--- config.mk ---
export PLATFORM = sky130hd
export DESIGN_NAME = sigmoid_arbiter
export DESIGN_NICKNAME = d
export VERILOG_FILES = /design/src/rtl/sigmoid_arbiter_pkg.sv /design/src/rtl/sigmoid_ret_fifo.sv /design/src/rtl/sigmoid_arbiter.sv
export SDC_FILE = /design/constraint.sdc
export NUM_CORES = 1
export LEC_CHECK = 0
export CAP_MARGIN = 30
export CORE_ASPECT_RATIO = 0.75
export CORE_MARGIN = 10
export CORE_UTILIZATION = 54
export DETAILED_ROUTE_END_ITERATION = 8
export PLACE_DENSITY = 0.84
export SKIP_CTS_REPAIR_TIMING = 1
export SYNTH_ARGS = -nofsm -noshare
export SYNTH_HDL_FRONTEND = slang
export SYNTH_SLANG_ARGS = --single-unit
--- constraint.sdc ---
create_clock -name clock -period 8.35 [get_ports clock]
set_clock_uncertainty 0.2 [all_clocks]
set_input_delay 0.835 -clock clock [delete_from_list [all_inputs] [get_ports clock]]
set_output_delay 0.835 -clock clock [all_outputs]
set_load 0.05 [all_outputs]
--- src/rtl/sigmoid_arbiter_pkg.sv ---
// Shared LSTM sigmoid packet types, plus the tag format and default latency
// used by the arbiter that shares one sigmoid between several gates.
package sigmoid_arbiter_pkg;

  localparam int DATA_W              = 16;
  localparam int DEFAULT_SIG_LATENCY = 2;
  localparam int MAX_REQ             = 8;
  // Tag id is sized for the largest supported requester count.
  localparam int SIG_ID_W            = $clog2(MAX_REQ);

  typedef struct packed {
    logic [DATA_W-1:0] data;
  } SIGMOID_INPUT_PACKET;

  typedef struct packed {
    logic [DATA_W-1:0] data;
  } SIGMOID_OUTPUT_PACKET;

  typedef struct packed {
    logic                valid;
    logic [SIG_ID_W-1:0] id;
  } SIG_TAG;

endpackage

--- src/rtl/sigmoid_ret_fifo.sv ---
// Small synchronous return FIFO holding sigmoid results for one requester.
// Head word is presented combinationally; a write into a full FIFO is
// accepted only when the head is popped in the same cycle.
module sigmoid_ret_fifo
  import sigmoid_arbiter_pkg::*;
#(
  parameter int DEPTH = 2
) (
  input  logic              clock,
  input  logic              reset,
  input  logic              wr_en,
  input  logic [DATA_W-1:0] wr_data,
  input  logic              rd_en,
  output logic [DATA_W-1:0] rd_data,
  output logic              valid
);

  localparam int PTR_W = (DEPTH > 1) ? $clog2(DEPTH) : 1;
  localparam int CNT_W = $clog2(DEPTH + 1);

  logic [DATA_W-1:0] mem [DEPTH];
  logic [PTR_W-1:0]  rd_ptr_reg;
  logic [PTR_W-1:0]  wr_ptr_reg;
  logic [CNT_W-1:0]  count_reg;
  logic              pop;
  logic              push;
  logic              full;

  function automatic logic [PTR_W-1:0] ptr_inc(input logic [PTR_W-1:0] p);
    return (p == PTR_W'(DEPTH - 1)) ? '0 : p + 1'b1;
  endfunction

  assign valid = (count_reg != '0);
  assign full  = (count_reg == CNT_W'(DEPTH));
  assign pop   = rd_en && valid;
  assign push  = wr_en && (!full || pop);

  assign rd_data = mem[rd_ptr_reg];

  always_ff @(posedge clock) begin
    if (push) begin
      mem[wr_ptr_reg] <= wr_data;
    end
  end

  always_ff @(posedge clock) begin
    if (!reset) begin
      rd_ptr_reg <= '0;
      wr_ptr_reg <= '0;
      count_reg  <= '0;
    end else begin
      if (push) begin
        wr_ptr_reg <= ptr_inc(wr_ptr_reg);
      end
      if (pop) begin
        rd_ptr_reg <= ptr_inc(rd_ptr_reg);
      end
      case ({push, pop})
        2'b10:   count_reg <= count_reg + 1'b1;
        2'b01:   count_reg <= count_reg - 1'b1;
        default: count_reg <= count_reg;
      endcase
    end
  end

endmodule

--- src/rtl/sigmoid_arbiter.sv ---
// Round-robin sharing of one pipelined sigmoid among NUM_REQ requesters,
// with tag-based result steering into credit-protected return FIFOs.
module sigmoid_arbiter
  import sigmoid_arbiter_pkg::*;
#(
  parameter int NUM_REQ     = 3,
  parameter int SIG_LATENCY = DEFAULT_SIG_LATENCY,
  parameter int RET_DEPTH   = 2
) (
  input  logic                       clock,
  input  logic                       reset,
  input  logic [NUM_REQ-1:0]         req_valid,
  input  logic [NUM_REQ*DATA_W-1:0]  req_data,
  output logic [NUM_REQ-1:0]         req_ready,
  output SIGMOID_INPUT_PACKET        sig_packet_in,
  input  SIGMOID_OUTPUT_PACKET       sig_packet_out,
  output logic [NUM_REQ-1:0]         res_valid,
  output logic [NUM_REQ*DATA_W-1:0]  res_data,
  input  logic [NUM_REQ-1:0]         res_ready,
  output logic                       busy
);

  localparam int PW = (NUM_REQ > 1) ? $clog2(NUM_REQ) : 1;
  localparam int CW = $clog2(RET_DEPTH + 1);

  logic [PW-1:0]     rr_ptr_reg;
  logic [DATA_W-1:0] in_data_reg;
  SIG_TAG            tag_pipe_reg [SIG_LATENCY+1];
  logic [CW-1:0]     credit_reg   [NUM_REQ];
  logic [CW-1:0]     credit_next  [NUM_REQ];
  logic              busy_reg;
  logic              busy_next;

  logic [NUM_REQ-1:0] eligible;
  logic [NUM_REQ-1:0] grant;
  logic [NUM_REQ-1:0] pop;
  logic [NUM_REQ-1:0] fifo_wr;
  logic               grant_any;
  logic [PW-1:0]      grant_idx;
  logic [DATA_W-1:0]  sel_data;

  // Nothing is granted while reset is held, regardless of stale credits.
  always_comb begin
    eligible = '0;
    for (int i = 0; i < NUM_REQ; i++) begin
      eligible[i] = reset && req_valid[i] && (credit_reg[i] != '0);
    end
  end

  always_comb begin
    int idx;
    idx       = 0;
    grant     = '0;
    grant_any = 1'b0;
    grant_idx = '0;
    sel_data  = '0;
    for (int k = 0; k < NUM_REQ; k++) begin
      idx = int'(rr_ptr_reg) + k;
      if (idx >= NUM_REQ) begin
        idx = idx - NUM_REQ;
      end
      if (!grant_any && eligible[idx]) begin
        grant_any  = 1'b1;
        grant_idx  = PW'(idx);
        grant[idx] = 1'b1;
        sel_data   = req_data[idx*DATA_W +: DATA_W];
      end
    end
  end

  assign req_ready = grant;

  // RET_DEPTH - credit equals results in flight plus results waiting, so
  // the block is idle exactly when every credit is back home.
  always_comb begin
    busy_next = 1'b0;
    for (int i = 0; i < NUM_REQ; i++) begin
      credit_next[i] = credit_reg[i];
      if (grant[i] && !pop[i]) begin
        credit_next[i] = credit_reg[i] - 1'b1;
      end else if (pop[i] && !grant[i]) begin
        credit_next[i] = credit_reg[i] + 1'b1;
      end
      if (credit_next[i] != CW'(RET_DEPTH)) begin
        busy_next = 1'b1;
      end
    end
  end

  always_ff @(posedge clock) begin
    if (!reset) begin
      rr_ptr_reg  <= '0;
      in_data_reg <= '0;
      busy_reg    <= 1'b0;
      for (int k = 0; k <= SIG_LATENCY; k++) begin
        tag_pipe_reg[k] <= '0;
      end
      for (int i = 0; i < NUM_REQ; i++) begin
        credit_reg[i] <= CW'(RET_DEPTH);
      end
    end else begin
      if (grant_any) begin
        rr_ptr_reg  <= (grant_idx == PW'(NUM_REQ - 1)) ? '0 : grant_idx + 1'b1;
        in_data_reg <= sel_data;
      end
      tag_pipe_reg[0] <= '{valid: grant_any, id: SIG_ID_W'(grant_idx)};
      for (int k = 1; k <= SIG_LATENCY; k++) begin
        tag_pipe_reg[k] <= tag_pipe_reg[k-1];
      end
      for (int i = 0; i < NUM_REQ; i++) begin
        credit_reg[i] <= credit_next[i];
      end
      busy_reg <= busy_next;
    end
  end

  always_comb begin
    sig_packet_in      = '0;
    sig_packet_in.data = in_data_reg;
  end

  assign busy = busy_reg;

  // The last tag stage lines up with the sigmoid output of the same operand.
  generate
    for (genvar gi = 0; gi < NUM_REQ; gi++) begin : g_ret
      assign fifo_wr[gi] = tag_pipe_reg[SIG_LATENCY].valid &&
                           (tag_pipe_reg[SIG_LATENCY].id == SIG_ID_W'(gi));
      assign pop[gi]     = res_valid[gi] && res_ready[gi];

      sigmoid_ret_fifo #(
        .DEPTH (RET_DEPTH)
      ) u_ret_fifo (
        .clock   (clock),
        .reset   (reset),
        .wr_en   (fifo_wr[gi]),
        .wr_data (sig_packet_out.data),
        .rd_en   (res_ready[gi]),
        .rd_data (res_data[gi*DATA_W +: DATA_W]),
        .valid   (res_valid[gi])
      );
    end
  endgenerate

endmodule

Word level (Yosys, flattened, before mapping)
Memories as Yosys holds them, arrays and structs flattened. A register that Yosys moved wholly into a read port is not among the register bits.
Index checks and enable logic that the tools add are counted.
- $add $sub $neg: 24
- $lt $le $gt $ge: 9
- equality and inequality tests: 15
- shifts and indexed selects: 3
- mux-type cells: 69
- bitwise logic cells: 8
- reduce and logical (&&, ||, !) cells: 50
- operator list (cell ; count):
    $shiftx 48x32->16 ; 3
    $ge 32x1->1 const B ; 3
    $lt 32x4->1 const B ; 3
    $mux 32 ; 3
    $mux 16 ; 3
    $mux 1 ; 35
    $logic_and 1x1->1 ; 26
    $mux 2 ; 13
    $reduce_bool 2->1 ; 9
    $add 2x1->2 const B ; 7
    $eq 2x2->1 const B ; 7
    $mux 4 ; 3
    $pmux 2 s2 ; 3
    $sub 2x1->2 const B ; 6
    $logic_not 1->1 ; 11
    $mux 3 ; 3
    $sub 3x2->4 const B ; 2
    $add 1x1->1 const B ; 6
    $bmux 1 s2 ; 3
    $demux 1 s2 ; 3
    $eq 2x1->1 const B ; 3
    $ge 3x2->1 const B ; 2
    $ne 2x2->1 const B ; 3
    $or 1x1->1 ; 6
    9 further kinds ; 12
- bits in registers: 31
- memory bits (writable): 114
- bits of input ports: 72
- output and inout bits: 71
- memories: 5
- memories (name ; depth ; bits a word ; read ports ; clocked after Yosys merged registers in ; write ports ; line ; source):
    g_ret[0].u_ret_fifo.mem ; 2 ; 16 ; 1 ; 1 ; 1 ; sigmoid_ret_fifo.sv:21 ; logic [DATA_W-1:0] mem [DEPTH];
    g_ret[1].u_ret_fifo.mem ; 2 ; 16 ; 1 ; 1 ; 1 ; sigmoid_ret_fifo.sv:21 ;
    g_ret[2].u_ret_fifo.mem ; 2 ; 16 ; 1 ; 1 ; 1 ; sigmoid_ret_fifo.sv:21 ;
    tag_pipe_reg ; 3 ; 4 ; 3 ; 0 ; 3 ; sigmoid_arbiter.sv:28 ; SIG_TAG tag_pipe_reg [SIG_LATENCY+1];
    credit_reg ; 3 ; 2 ; 3 ; 0 ; 3 ; sigmoid_arbiter.sv:29 ; logic [CW-1:0] credit_reg [NUM_REQ];

Depth between registers and ports, before layout
- word-level depth: 20
- gate-level depth with buffers: 10
- mapped depth without buffers: 8

By module
Synthesis repeated with hierarchy kept, for this count alone.
- cell total of the unflattened synthesis: 637
- area total of the unflattened synthesis: 7164.4 um^2
- by module, submodules not included (module ; instances ; cells an instance ; area each (um^2) ; sequential area each (um^2)):
    sigmoid_ret_fifo ; 3 ; 75 ; 1386.3 ; 1061.0
    sigmoid_arbiter ; 1 ; 412 ; 3005.4 ; 680.7

Worst setup path before layout
OpenSTA, ideal clock, no wires.
- path kind: register -> output
- from: reg rr_ptr_reg[1]
- to: out req_ready[0]
- arrival time: 2.440 ns
- data required time: 7.315 ns
- setup slack: 4.875 ns
- stages on the path, launching flop included: 8
- buffers on the path: 1
- cell sequence: dfxtp_1 > inv_1 > ha_1 > buf_6 > or4b_4 > a31oi_1 > a32oi_2 > mux2i_2
- word-level cells in the longest chain between the ends: 12
- elaborated cells between the ends (all ways): 46
- those cells by class: add/sub: 5; order compare: 9; mux: 23; bitwise: 2; reduce/logical: 7
- RTL lines (what ; line ; source):
    start: declaration ; sigmoid_arbiter.sv:26 ; logic [PW-1:0] rr_ptr_reg;
    start signal: assignment ; sigmoid_arbiter.sv:103 ; rr_ptr_reg <= (grant_idx == PW'(NUM_REQ - 1)) ? '0 : grant_idx + 1'b1;
    branches (longest 11 deep; another with $ge 32x1->1) ; - ;
    $mux 3 (*) ; sigmoid_arbiter.sv:62 ; if (!grant_any && eligible[idx]) begin
    end: declaration ; sigmoid_arbiter.sv:14 ; output logic [NUM_REQ-1:0] req_ready,
Every way passes the cells marked *. The select of a mux whose other input is x is not followed.

Worst setup path in the final report
- from: in reset
- to: out req_ready[0]
- word-level cells in the longest chain between the ends: 12
- elaborated cells between the ends (all ways): 26
- those cells by class: mux: 14; bitwise: 2; reduce/logical: 10
- RTL lines (what ; line ; source):
    start: declaration ; sigmoid_arbiter.sv:11 ; input logic reset,
    $logic_and 1x1->1 (2 in a row) ; sigmoid_arbiter.sv:46 ; eligible[i] = reset && req_valid[i] && (credit_reg[i] != '0);
    $bmux 1 s2 ; sigmoid_arbiter.sv:62 ;
    $mux 1 (not written as such) (2 in a row) ; sigmoid_arbiter.sv:62 ;
    $mux 1 ; sigmoid_arbiter.sv:62 ;
    $logic_not 1->1 ; sigmoid_arbiter.sv:62 ;
    $logic_and 1x1->1 ; sigmoid_arbiter.sv:62 ;
    $mux 1 ; sigmoid_arbiter.sv:62 ;
    $logic_not 1->1 ; sigmoid_arbiter.sv:62 ;
    $logic_and 1x1->1 ; sigmoid_arbiter.sv:62 ;
    $mux 3 (*) ; sigmoid_arbiter.sv:62 ;
Mark *: on every way between the ends. The rest lies on a longest branch, timed or not. The select of a mux whose other input is x is not followed.

==> out/qor.yml <==
timing:
  max_slew_margin_pct: 33.0
  hold_violations: 0
  fmax_mhz: 188
  worst_pin_slew_ns: 1.00
  finalCritPeriodShare_pct: 63.9
  hold_ws_ns: 0.237
  min_period_ns: 5.33
  maxSlewViolCount: 0
  setup_viol: 0
  tns_ns: 0
  rsz0062_at_grt: "no"
  worst_slack_ns: 3.02
route:
  drt_first_iter_violations: 587
  viasPerCell: 6.08
  antenna_left: 0
  wl_per_cell_um: 20.9
  drc: 0
  firstDrtPassIters: 7
  vias: 5597
  routed_wl_um: 19300
synth:
  ys_warn_count: 0
  syn_area_per_cell_um2: 11.9
  async_reset_ff_share_pct: 0
  synth_top_family_by_area: "multiplexers"
  synthXorXnorAreaFrac_pct: 1.47
  synth_fa_ha_area_share_pct: 1.73
  synthSimpleGateAreaFrac_pct: 10.5
  netlist_area_mm2: 0.00716
  synthCells: 602
  synth-compound-area-share_pct: 13.3
  synth_fp_nets: 683
  seq_area_frac_synth_pct: 53.9
  synth_edf_count: 96
  netlist-cell-type-count: 64
  ys_ff_latch: 145
  synthFlopType: "edfxtp_1"
  synthMuxAreaShare_pct: 16.0
placed_design:
  place_hpwl_um: 13300
  pre_cts_ws_ns: 3.10
  gp_congestion: 0.896
  io_buffers: 142
  dpl.cell_count: 888
cells_and_area:
  areaGrowthSynthToFinish_pct: 29.9
  final_cell_mix: "clkdlybuf4s50_1 (142), edfxtp_1 (96), mux2_2 (80), dfxtp_1 (49), nor2_1 (42)"
  fin_cells: 920
  utilization_pct: 71.7
  diodes: 0
  final_common_cell: "clkdlybuf4s50_1"
  largest_reg_flops: 96
  drive_gt1_share_pct: 19.0
  nets: 817
floorplan:
  dieArea_mm2: 0.0183
  rows: 36
  core_mm2: 0.0130
  start_util_pct: 55.2
  die_w_um: 153
  fp.dieH_um: 120
  ios: 143
hold_path:
  worstHoldPathCells: 1
  hp-start: "tag_pipe_reg[0][7]"
  hp-class: "reg2reg"
  hold-path-endpoint: "tag_pipe_reg[0][11]"
critical_path:
  cp_max_fo: 30
  cp.required_ns: 7.32
  path_class: "in2out"
  rr_startpoint: "rr_ptr_reg[1]"
  worst_ep_arrival_time_ns: 4.30
  r2r_cells: 8
  end_kind: "primary output"
  timing.rr.end: "sig_packet_in[13]"
  reg2reg_slack_ns: 4.62
  startpoint_type: "input port"
global_routing:
  grt_overflow: 0
  grt_usage_pct: 20.4
  grt_pass1_vias: 5768
  antenna_found_initial: 0
  grt_max_degree: 39
  grt_pass1_wl_um: 30600
clock_network:
  cts_inserted_buffers: 17
  cts.clk_slew.worst_paths_ns: 0.06
  clk_path_buf_depth: 2
  clock-sinks: 145
  cts-root-buf: "clkbuf_16"
  cts_max_level: 4
  clock_latency_ns: 0.41
  tritoncts: "done"
power_and_ir_drop:
  p_leak_nw: 3.30
  ir_drop_v: 0.000192
  power_density_mw_per_mm2: 311
run_status:
  status: "completed"
run:
  cap_violations: 0
==> Yosys cell counts, types with 2 or more instances <==
cell	n	share of area (%)
edfxtp_1	96	40
mux2_2	80	13
dfxtp_1	49	14
nor2_1	42	2.2
nand2_1	35	1.8
a21oi_1	24	1.7
clkbuf_1	23	1.2
mux2i_1	23	3.2
o21ai_0	23	1.6
a22oi_1	18	1.9
a22o_1	17	2.1
and2_1	14	1.2
inv_1	13	0.68
a221o_1	11	1.5
o22ai_1	11	0.96
xnor2_1	11	1.3
nand3_1	10	0.70
ha_1	9	1.6
nor3_1	8	0.56
buf_2	7	0.49
a31oi_1	6	0.52
nand3b_1	6	0.63
buf_1	5	0.26
or2_2	4	0.35
buf_4	3	0.31
nor3b_1	3	0.31
o211ai_1	3	0.31
a211oi_1	2	0.21
a222oi_1	2	0.28
and3_1	2	0.17
nand4_1	2	0.17
nor2b_1	2	0.17
nor4b_1	2	0.24
o21a_1	2	0.21
o21ai_1	2	0.14
or3_1	2	0.17
or4b_2	2	0.28
or4bb_1	2	0.31
==> per-stage QoR <==
step,total power (W),area (um^2)
5_1_grt,0.00303,9300
2_1_floorplan,0.00182,7160
4_1_cts,0.00289,9300
3_5_place_dp,0.00216,8730
3_3_place_gp,0.00211,8710
6_report,0.00290,9300
==> worst max path at each step <==
stage / start / end / slack [ns] / cells past startpoint
4_1_cts: reset / req_ready[0] / 3.09 / 6
6_report: reset / req_ready[0] / 3.02 / 6
3_3_place_gp: reset / req_ready[0] / 3.04 / 5
3_5_place_dp: reset / req_ready[0] / 3.10 / 6
5_1_grt: reset / req_ready[0] / 2.85 / 6
2_1_floorplan: rr_ptr_reg[1] / req_ready[0] / 4.87 / 7
==> layer usage <==
| metal | up-vias | global-route usage [%] | routed length, um |
|---|---|---|---|
| li1 | 2567 | - | - |
| met1 | 2744 | 24.2 | 7640 |
| met2 | 262 | 35.7 | 9810 |
| met3 | 24 | 5.21 | 1520 |
| met4 | 0 | 6.84 | 298 |
| met5 | - | 0 | 0 |
==> where the power goes <==
| group | leakage [nW] | switching [W] | internal [W] |
|---|---|---|---|
| Sequential | 1.27 | 0.0000526 | 0.000847 |
| Clock | 0.277 | 0.000324 | 0.000397 |
| Combinational | 1.75 | 0.000760 | 0.000516 |
==> critical path, cell delays in order <==
cell	delay (ns)
clkdlybuf4s50_1	0.98
inv_1	0.69
a31oi_1	0.39
a32oi_2	0.11
mux2i_2	0.38
clkdlybuf4s50_1	0.90
==> kinds of logic after synthesis <==
logic type      count (synthesis)
fa+ha+maj                      10
xor+xnor                       12
mux                           104
simple gates                  144
flops                         145
compound gates                135
buf+inv                        52
==> area by class of cell <==
cell class / instances / area (um^2)
clock inverter: 14 / 139
fill: 836 / 3670
timing repair buffer: 154 / 1520
sequential: 145 / 3860
inverter: 13 / 48.8
multi-input combinational: 405 / 3090
clock buffer: 18 / 429
tap: 171 / 214
Power figures use the tool's default switching activity.
